==> src/rtl/arya_pc_pkg.sv <==
// Shared definitions for the multi-context PC sequencer: redirect encodings
// and a constant clog2 helper for sizing context/stack indices.
package arya_pc_pkg;

   typedef enum logic [1:0] {
      RD_JUMP = 2'b00,
      RD_CALL = 2'b01,
      RD_RET  = 2'b10,
      RD_ALT  = 2'b11
   } redirect_e;

   function automatic int clog2(input int value);
      int result;
      int v;
      result = 0;
      v = value - 1;
      while (v > 0) begin
         result = result + 1;
         v = v >> 1;
      end
      return result;
   endfunction

endpackage

==> src/rtl/pc_ras.sv <==
// Single-context circular return-address stack. A push onto a full stack
// overwrites the oldest entry; strobes flag overflow and empty pops.
module pc_ras
   import arya_pc_pkg::*;
#(
   parameter int DEPTH = 4,
   parameter int WIDTH = 8
) (
   input  logic             clk,
   input  logic             reset_n,
   input  logic             clear,
   input  logic             push,
   input  logic             pop,
   input  logic [WIDTH-1:0] push_data,
   output logic [WIDTH-1:0] top_data,
   output logic             empty,
   output logic             overflow,
   output logic             underflow
);

   localparam int PTR_W = clog2(DEPTH);

   logic [WIDTH-1:0] mem [DEPTH];
   logic [PTR_W-1:0] wr_ptr;
   logic [PTR_W-1:0] top_idx;
   logic [PTR_W:0]   count;
   logic             full;

   assign top_idx   = wr_ptr - PTR_W'(1);
   assign top_data  = mem[top_idx];
   assign full      = (count == (PTR_W+1)'(DEPTH));
   assign empty     = (count == '0);
   assign overflow  = push & full & ~clear;
   assign underflow = pop & empty & ~clear & ~push;

   // The write pointer wraps naturally; count saturates so the oldest entry is lost
   always_ff @(posedge clk or negedge reset_n) begin
      if (!reset_n) begin
         wr_ptr <= '0;
         count  <= '0;
         for (int i = 0; i < DEPTH; i++) begin
            mem[i] <= '0;
         end
      end else if (clear) begin
         wr_ptr <= '0;
         count  <= '0;
      end else if (push) begin
         mem[wr_ptr] <= push_data;
         wr_ptr      <= wr_ptr + PTR_W'(1);
         if (!full) begin
            count <= count + (PTR_W+1)'(1);
         end
      end else if (pop && !empty) begin
         wr_ptr <= top_idx;
         count  <= count - (PTR_W+1)'(1);
      end
   end

endmodule

==> src/rtl/pc_sequencer_mc.sv <==
// Multi-context PC sequencer: round-robin issue of byte-addressed fetch PCs
// with per-context jump/call/return redirects, start and halt.
module pc_sequencer_mc
   import arya_pc_pkg::*;
#(
   parameter  int INST_ADDR_WIDTH = 8,
   parameter  int NUM_CTX         = 4,
   parameter  int RAS_DEPTH       = 4,
   localparam int CTX_W           = clog2(NUM_CTX)
) (
   input  logic                       clk,
   input  logic                       reset_n,
   input  logic                       en,
   input  logic                       ctx_start,
   input  logic [CTX_W-1:0]           start_ctx,
   input  logic [INST_ADDR_WIDTH-1:0] start_pc,
   input  logic                       ctx_halt,
   input  logic [CTX_W-1:0]           halt_ctx,
   input  logic                       redirect,
   input  logic [CTX_W-1:0]           redirect_ctx,
   input  logic [1:0]                 redirect_type,
   input  logic [INST_ADDR_WIDTH-1:0] redirect_pc,
   input  logic [INST_ADDR_WIDTH-1:0] redirect_link,
   output logic                       pc_valid,
   output logic [CTX_W-1:0]           pc_ctx,
   output logic [INST_ADDR_WIDTH+1:0] pc_out,
   output logic [NUM_CTX-1:0]         ctx_active,
   output logic                       ras_overflow,
   output logic                       ras_underflow
);

   localparam int AW = INST_ADDR_WIDTH;

   logic [AW-1:0]      pc_q    [NUM_CTX];
   logic [AW-1:0]      pc_next [NUM_CTX];
   logic [AW-1:0]      ras_top [NUM_CTX];
   logic [NUM_CTX-1:0] active_next;
   logic [NUM_CTX-1:0] push_vec;
   logic [NUM_CTX-1:0] pop_vec;
   logic [NUM_CTX-1:0] clear_vec;
   logic [NUM_CTX-1:0] ras_empty;
   logic [NUM_CTX-1:0] ras_ovf;
   logic [NUM_CTX-1:0] ras_unf;
   logic [CTX_W-1:0]   rr_last;
   logic [CTX_W-1:0]   sel;
   logic [CTX_W-1:0]   cand;
   logic               found;
   logic               issue;

   // Search starts just after the last issued context and wraps; offset NUM_CTX lands back on it
   always_comb begin
      found = 1'b0;
      sel   = '0;
      cand  = '0;
      for (int i = 1; i <= NUM_CTX; i++) begin
         cand = rr_last + CTX_W'(i);
         if (!found && ctx_active[cand]) begin
            found = 1'b1;
            sel   = cand;
         end
      end
   end

   assign issue = en & found;

   always_comb begin
      active_next = ctx_active;
      push_vec    = '0;
      pop_vec     = '0;
      clear_vec   = '0;
      for (int c = 0; c < NUM_CTX; c++) begin
         pc_next[c] = pc_q[c];
         if (ctx_start && start_ctx == CTX_W'(c)) begin
            pc_next[c]     = start_pc;
            clear_vec[c]   = 1'b1;
            active_next[c] = 1'b1;
         end else if (ctx_halt && halt_ctx == CTX_W'(c)) begin
            active_next[c] = 1'b0;
         end else if (redirect && redirect_ctx == CTX_W'(c) && ctx_active[c]) begin
            case (redirect_e'(redirect_type))
               RD_CALL: begin
                  pc_next[c]  = redirect_pc;
                  push_vec[c] = 1'b1;
               end
               RD_RET: begin
                  pop_vec[c] = 1'b1;
                  pc_next[c] = ras_empty[c] ? redirect_pc : ras_top[c];
               end
               default: pc_next[c] = redirect_pc;
            endcase
         end else if (issue && sel == CTX_W'(c)) begin
            pc_next[c] = pc_q[c] + AW'(1);
         end
      end
   end

   for (genvar g = 0; g < NUM_CTX; g++) begin : g_ras
      pc_ras #(
         .DEPTH (RAS_DEPTH),
         .WIDTH (AW)
      ) u_ras (
         .clk       (clk),
         .reset_n   (reset_n),
         .clear     (clear_vec[g]),
         .push      (push_vec[g]),
         .pop       (pop_vec[g]),
         .push_data (redirect_link),
         .top_data  (ras_top[g]),
         .empty     (ras_empty[g]),
         .overflow  (ras_ovf[g]),
         .underflow (ras_unf[g])
      );
   end

   // pc_out/pc_ctx hold across stalls; only pc_valid drops
   always_ff @(posedge clk or negedge reset_n) begin
      if (!reset_n) begin
         for (int c = 0; c < NUM_CTX; c++) begin
            pc_q[c] <= '0;
         end
         ctx_active    <= {{(NUM_CTX-1){1'b0}}, 1'b1};
         rr_last       <= CTX_W'(NUM_CTX - 1);
         pc_valid      <= 1'b0;
         pc_ctx        <= '0;
         pc_out        <= '0;
         ras_overflow  <= 1'b0;
         ras_underflow <= 1'b0;
      end else begin
         for (int c = 0; c < NUM_CTX; c++) begin
            pc_q[c] <= pc_next[c];
         end
         ctx_active    <= active_next;
         pc_valid      <= issue;
         ras_overflow  <= |ras_ovf;
         ras_underflow <= |ras_unf;
         if (issue) begin
            rr_last <= sel;
            pc_ctx  <= sel;
            pc_out  <= {pc_q[sel], 2'b00};
         end
      end
   end

endmodule
==> config.mk <==
export PLATFORM = sky130hd
export DESIGN_NAME = pc_sequencer_mc
export DESIGN_NICKNAME = d
export VERILOG_FILES = /design/src/rtl/arya_pc_pkg.sv /design/src/rtl/pc_ras.sv /design/src/rtl/pc_sequencer_mc.sv
export SDC_FILE = /design/constraint.sdc
export NUM_CORES = 1
export LEC_CHECK = 0
export CAP_MARGIN = 40
export CORE_MARGIN = 4
export CORE_UTILIZATION = 40
export DETAILED_ROUTE_END_ITERATION = 16
export PLACE_DENSITY = 0.56
export SKIP_CTS_REPAIR_TIMING = 1
export SYNTH_ARGS = -nofsm -noshare
export SYNTH_HDL_FRONTEND = slang
export SYNTH_SLANG_ARGS = --single-unit
==> constraint.sdc <==
create_clock -name clk -period 5.4 [get_ports clk]
set_clock_uncertainty 0.2 [all_clocks]
set_input_delay 1.08 -clock clk [delete_from_list [all_inputs] [get_ports clk]]
set_output_delay 1.08 -clock clk [all_outputs]
set_load 0.02 [all_outputs]
==> metrics.csv, run 1 <==
metric;value;unit
outcome;finished clean;
Async SR Flop Fraction;1.00;
clock tree sinks;199;
FF-to-FF End;pc_q[8];
Tcrit/Tclk final;0.669;
fin. max-slew vios;0;
Startpoint Class;primary input;
synth cell count leaders;196 x dfrtp_1, 129 x mux2_2, 94 x nand2_1;
number of synthesized flops with an enable pin;0;
initial antenna violation count;0;
Final #Nets;1039;
Max Cap Viol;0;
critical path fanouts, max;9;
number of CTS-inserted buffers;17;
DRT iter0 DRCs;741;
Reg clk slew, reported paths;80;ps
most frequent cell after synthesis;dfrtp_1;
Worst Path Arrival;3780;ps
minimum clock period;3610;ps
Worst-Skew Late Latency;440;ps
leak pwr;5.49;nW
routability cong.;0.834;
Crit. Startpoint;redirect_ctx[0];
die span in x;172;um
dpl cells;1293;
top cell type's share of synthesized area;0.455;
post-synthesis sequential area ratio;0.462;
mean post-synth cell area;11.5;um2
area occupied by multi-input gates;0.00551;mm2
Reg2Reg Setup Slack;2350;ps
DP Wirelength;20500;um
total track usage;0.200;
Power Density;414;mW/mm2
routed vias;7571;
CTS max path bufs;2;
largest net degree at the start of global routing;95;
DR pass1 iterations;6;
sequential share of power;0.441;
Cells after Synth;937;
Post-Route WL;28600;um
gr ovfl total;0;
dominant cell type by area after synthesis;dfrtp_1;
worst reg2reg path depth;7;
die area;0.0296;mm2
FF/Latch Area;0.00498;mm2
internal power;3.28;mW
pin slew with the least headroom to its limit;772;ps
r2r startpoint;g_ras[2].u_ras.wr_ptr[0];
DRC errors left;0;
f_max;277;MHz
Initial Util;0.410;
I/O Buffers;54;
Comb power frac;0.297;
Clk pwr share;0.262;
Top FF cell, synth;dfrtp_1;
synth unique cells;65;
Root Driver;clkbuf_16;
Seq cells post-synth;199;
synthesized area;0.0108;mm2
DR vias/cell;5.71;
critical path endpoint;g_ras[3].u_ras.count[2];
P_sw;1.82;mW
Cell Rows;59;
vias in the first global route;7455;
Routed Antenna Nets;0;
H-tree levels;4;
Setup TNS Final;0;ps
Area contributors post-synth;dfrtp_1 46%, mux2_2 13%, mux4_2 7.3%;
share of cells above drive strength 1;0.236;
Rel. slew slack;0.483;
Placeable Area;0.0263;mm2
unrepaired setup endpoints after global routing;no;
routed len/inst;21.6;um
Area growth, synth to finish;14.5;%
Max IR drop VDD;253;uV
critical path type;primary input to flip-flop;
Finished Layout Cells;1325;
WP data required;5560;ps
final hold violation count;0;
die height;172;um
Critical Path End Type;flip-flop;
I/O pin cnt;57;
final setup fails;0;
worst hold path class;flip-flop to flip-flop;
Switching Fraction;0.356;
Filler cells;2420;
CTS tree;built;
antenna fix cells;0;
first-pass GRT wire length;45100;um
Ys Warns;0;
[layout by cell type, fill, tap and decap left out, types with 8 or more instances in the layout]
master / n
a21oi_1: 39
o21ai_0: 46
nand3_1: 25
mux2i_1: 43
nand4_1: 8
inv_1: 22
nand2_1: 94
ha_1: 20
xnor2_1: 17
a31oi_1: 11
clkdlybuf4s50_1: 53
mux2_2: 129
mux4_2: 35
clkbuf_16: 17
dfrtp_1: 196
a221oi_1: 10
nor2_1: 54
xor2_1: 17
nor3_1: 10
buf_4: 15
[power by group through the flow]
stage	combinational, mW	sequential [mW]	clock (mW)
global placement	1.48	2.27	0
CTS	1.52	2.25	1.37
floorplan	1.12	2.13	0
finish	1.52	2.25	1.34
detailed placement	1.51	2.27	0
global route	1.69	2.30	1.44
[cells by family after synthesis]
family	Yosys count	synth area share
adder cells (fa/ha/maj)	24	0.0307
AO/OA/AOI/OAI	158	0.0952
buffers and inverters	73	0.0281
multiplexers	207	0.248
flip-flops	199	0.462
other	1	0.000348
XOR/XNOR	34	0.0276
AND/OR/NAND/NOR	241	0.108
[worst max-delay path: stages]
cell             delay (ps)
clkdlybuf4s50_1         620
and4_1                  510
and2_1                  380
and3_1                  380
fa_1                    240
xnor2_1                  90
or4_1                   390
o21ai_0                  80
[stage by stage]
| step | setup WS, ps | total power, mW | hold slack (ps) | utilization | instance area [um2] |
|---|---|---|---|---|---|
| 3_3_place_gp | 1430 | 3.75 | 253 | 0.443 | 11600 |
| 6_report | 1790 | 5.10 | 267 | 0.469 | 12300 |
| 2_1_floorplan | 2180 | 3.25 | 274 | - | 10800 |
| 3_5_place_dp | 1360 | 3.79 | 256 | 0.445 | 11700 |
| 5_1_grt | 1680 | 5.43 | 300 | 0.469 | 12300 |
| 4_1_cts | 1830 | 5.14 | 274 | 0.469 | 12300 |
[how the worst min path moves through the flow]
stage | from | end | slack, ps | depth (start not counted)
finish | pc_out[8] | pc_out[8] | 270 | 2
global route | reset_n | pc_q[28] | 300 | 1
CTS | pc_out[8] | pc_out[8] | 270 | 2
detailed placement | pc_out[8] | pc_out[8] | 260 | 2
global placement | pc_out[8] | pc_out[8] | 250 | 2
floorplan | g_ras[0].u_ras.mem[16] | g_ras[0].u_ras.mem[16] | 270 | 1
[state kept, by name, indices dropped and copies added (netlist names)]
signal              flops
ctx_active              4
g_ras.u_ras.count      12
g_ras.u_ras.mem       128
g_ras.u_ras.wr_ptr      8
pc_ctx                  2
pc_out                  8
pc_q                   32
pc_valid                1
ras_overflow            1
ras_underflow           1
rr_last                 2
[area by class of cell]
| cell class | instances | area share |
|---|---|---|
| clock buffer | 17 | 0.0345 |
| clock inverter | 15 | 0.0167 |
| inverter | 22 | 0.00670 |
| multi-input combinational | 666 | 0.447 |
| sequential | 199 | 0.404 |
| tap | 335 | 0.0340 |
| timing repair buffer | 71 | 0.0571 |
[per-layer routing]
layer / up-vias / share of wire / GRT usage
met3: 49 / 0.040 / 0.0286
met2: 207 / 0.46 / 0.312
met5: - / 0 / 0
met1: 3805 / 0.46 / 0.289
met4: 0 / 0.031 / 0.0704
li1: 3510 / - / -
(Power assumes the default switching activity.)
==> run 2: changes to the inputs <==
clock period = 3.4 ns   (was 5.4 ns; I/O delays follow)
==> run 2 against run 1 <==
  * The flow now finishes with violations (hold timing)
  * Global-route usage is essentially flat
  * Clock-buffer cell count grew 1
  * Non-clock buffer count grew 25
  * Critical path depth shrank 2
  * Power grew 61%
==> metrics.csv, run 2 (synthesis results as in run 1) <==
metric;value;unit
outcome;finished with violations;
failing checks;hold timing;
routability cong.;0.886;
first-pass GRT wire length;45200;um
DRT iter0 DRCs;549;
share of cells above drive strength 1;0.255;
Rel. slew slack;0.458;
Routed Antenna Nets;0;
Max IR drop VDD;382;uV
Final WS setup;509;ps
worst hold path class;primary input to asynchronous set/reset pin;
P_sw;2.93;mW
largest net degree at the start of global routing;66;
unrepaired setup endpoints after global routing;no;
CTS tree;built;
routed vias;7651;
initial antenna violation count;0;
Tcrit/Tclk final;0.850;
Cell Rows;59;
gr ovfl total;0;
Largest Register;g_ras.u_ras.mem;
Post-Route WL;29200;um
Hold Slack;-20.7;ps
Worst Path Arrival;3050;ps
Placeable Area;0.0263;mm2
commonest non-fill, non-tap cell in the layout;dfrtp_1;
Comb power frac;0.304;
Switching Fraction;0.357;
vias in the first global route;7444;
H-tree levels;4;
DP Wirelength;21500;um
Max Cap Viol;0;
Final Total Pwr;8.20;mW
Crit. Startpoint;redirect_ctx[0];
final hold violation count;5;
internal power;5.27;mW
I/O pin cnt;57;
Largest regs;g_ras.u_ras.mem (128), pc_q (32), g_ras.u_ras.count (12);
WP data required;3550;ps
total track usage;0.201;
critical path type;primary input to flip-flop;
DP Area;0.0119;mm2
f_max;346;MHz
Critical Path End Type;flip-flop;
leak pwr;5.62;nW
fin. max-slew vios;0;
DRC errors left;0;
CTS max path bufs;2;
number of CTS-inserted buffers;17;
Startpoint Class;primary input;
max reg flops;128;
Final Cell Area;0.0125;mm2
Place WS;125;ps
critical path fanouts, max;8;
pin slew with the least headroom to its limit;811;ps
Root Driver;clkbuf_16;
commonest non-fill, non-tap cells in the layout;196 x dfrtp_1, 129 x mux2_2, 94 x nand2_1, 54 x nor2_1, 53 x clkdlybuf4s50_1;
routed len/inst;21.6;um
DR pass1 iterations;5;
Area growth, synth to finish;16.1;%
die height;172;um
I/O Buffers;54;
sequential share of power;0.433;
die span in x;172;um
Initial Util;0.410;
Reg clk slew, reported paths;80;ps
final setup fails;0;
die area;0.0296;mm2
Clk pwr share;0.263;
Power Density;655;mW/mm2
DR vias/cell;5.67;
clock tree sinks;199;
Worst-Skew Late Latency;440;ps
Setup TNS Final;0;ps
minimum clock period;2890;ps
r2r startpoint;g_ras[2].u_ras.wr_ptr[1];
Final #Nets;1064;
antenna fix cells;0;
-- run 2: routing by layer --
metal / vias to the layer above / track usage / part of all wire
met4: 0 / 0.0923 / 0.044
li1: 3561 / - / -
met2: 182 / 0.314 / 0.46
met5: - / 0 / 0
met3: 54 / 0.0215 / 0.034
met1: 3854 / 0.283 / 0.46
-- run 2: path summary, 6_finish.rpt --
path	endpoint	cells past startpoint	slack [ps]
worst max-delay path	g_ras[2].u_ras.count[2]	6	510
worst min-delay path	g_ras[0].u_ras.count[0]	1	-20
worst max register to register	pc_q[8]	7	870
worst min register to register	pc_out[3]	2	270
max in group asynchronous	rr_last[1]	2	2160
min in group clk	pc_out[3]	2	270
-- run 2: worst max-delay path, cell delays in order --
cell	delay, ps
clkdlybuf4s50_1	560
nand4b_1	460
nor2_1	450
o21ai_0	330
or3_1	420
a21oi_1	150
-- run 2: power groups by stage --
| stage | clock, mW | combinational, mW | sequential, mW |
|---|---|---|---|
| final | 2.16 | 2.50 | 3.55 |
| after global routing | 2.28 | 2.77 | 3.61 |
| after CTS | 2.20 | 2.51 | 3.53 |
| after detailed placement | 0 | 2.50 | 3.58 |
| after global placement | 0 | 2.46 | 3.57 |
| after floorplan | 0 | 1.77 | 3.38 |
-- run 2: metrics by stage --
| step | cells | util | hold slack [ps] |
|---|---|---|---|
| after floorplan | 938 | - | 184 |
| after global placement | 1317 | 0.452 | 253 |
| after detailed placement | 1318 | 0.452 | 257 |
| after CTS | 1350 | 0.476 | -1.67 |
| after global routing | 1350 | 0.476 | 16.4 |
| final | 1350 | 0.476 | -20.7 |
-- run 2: area by class of cell --
class,instances,area (um2)
multi-input combinational,666,5510
timing repair buffer,96,882
tap,335,419
sequential,199,4980
fill,2447,13800
clock inverter,14,196
inverter,22,82.6
clock buffer,18,439
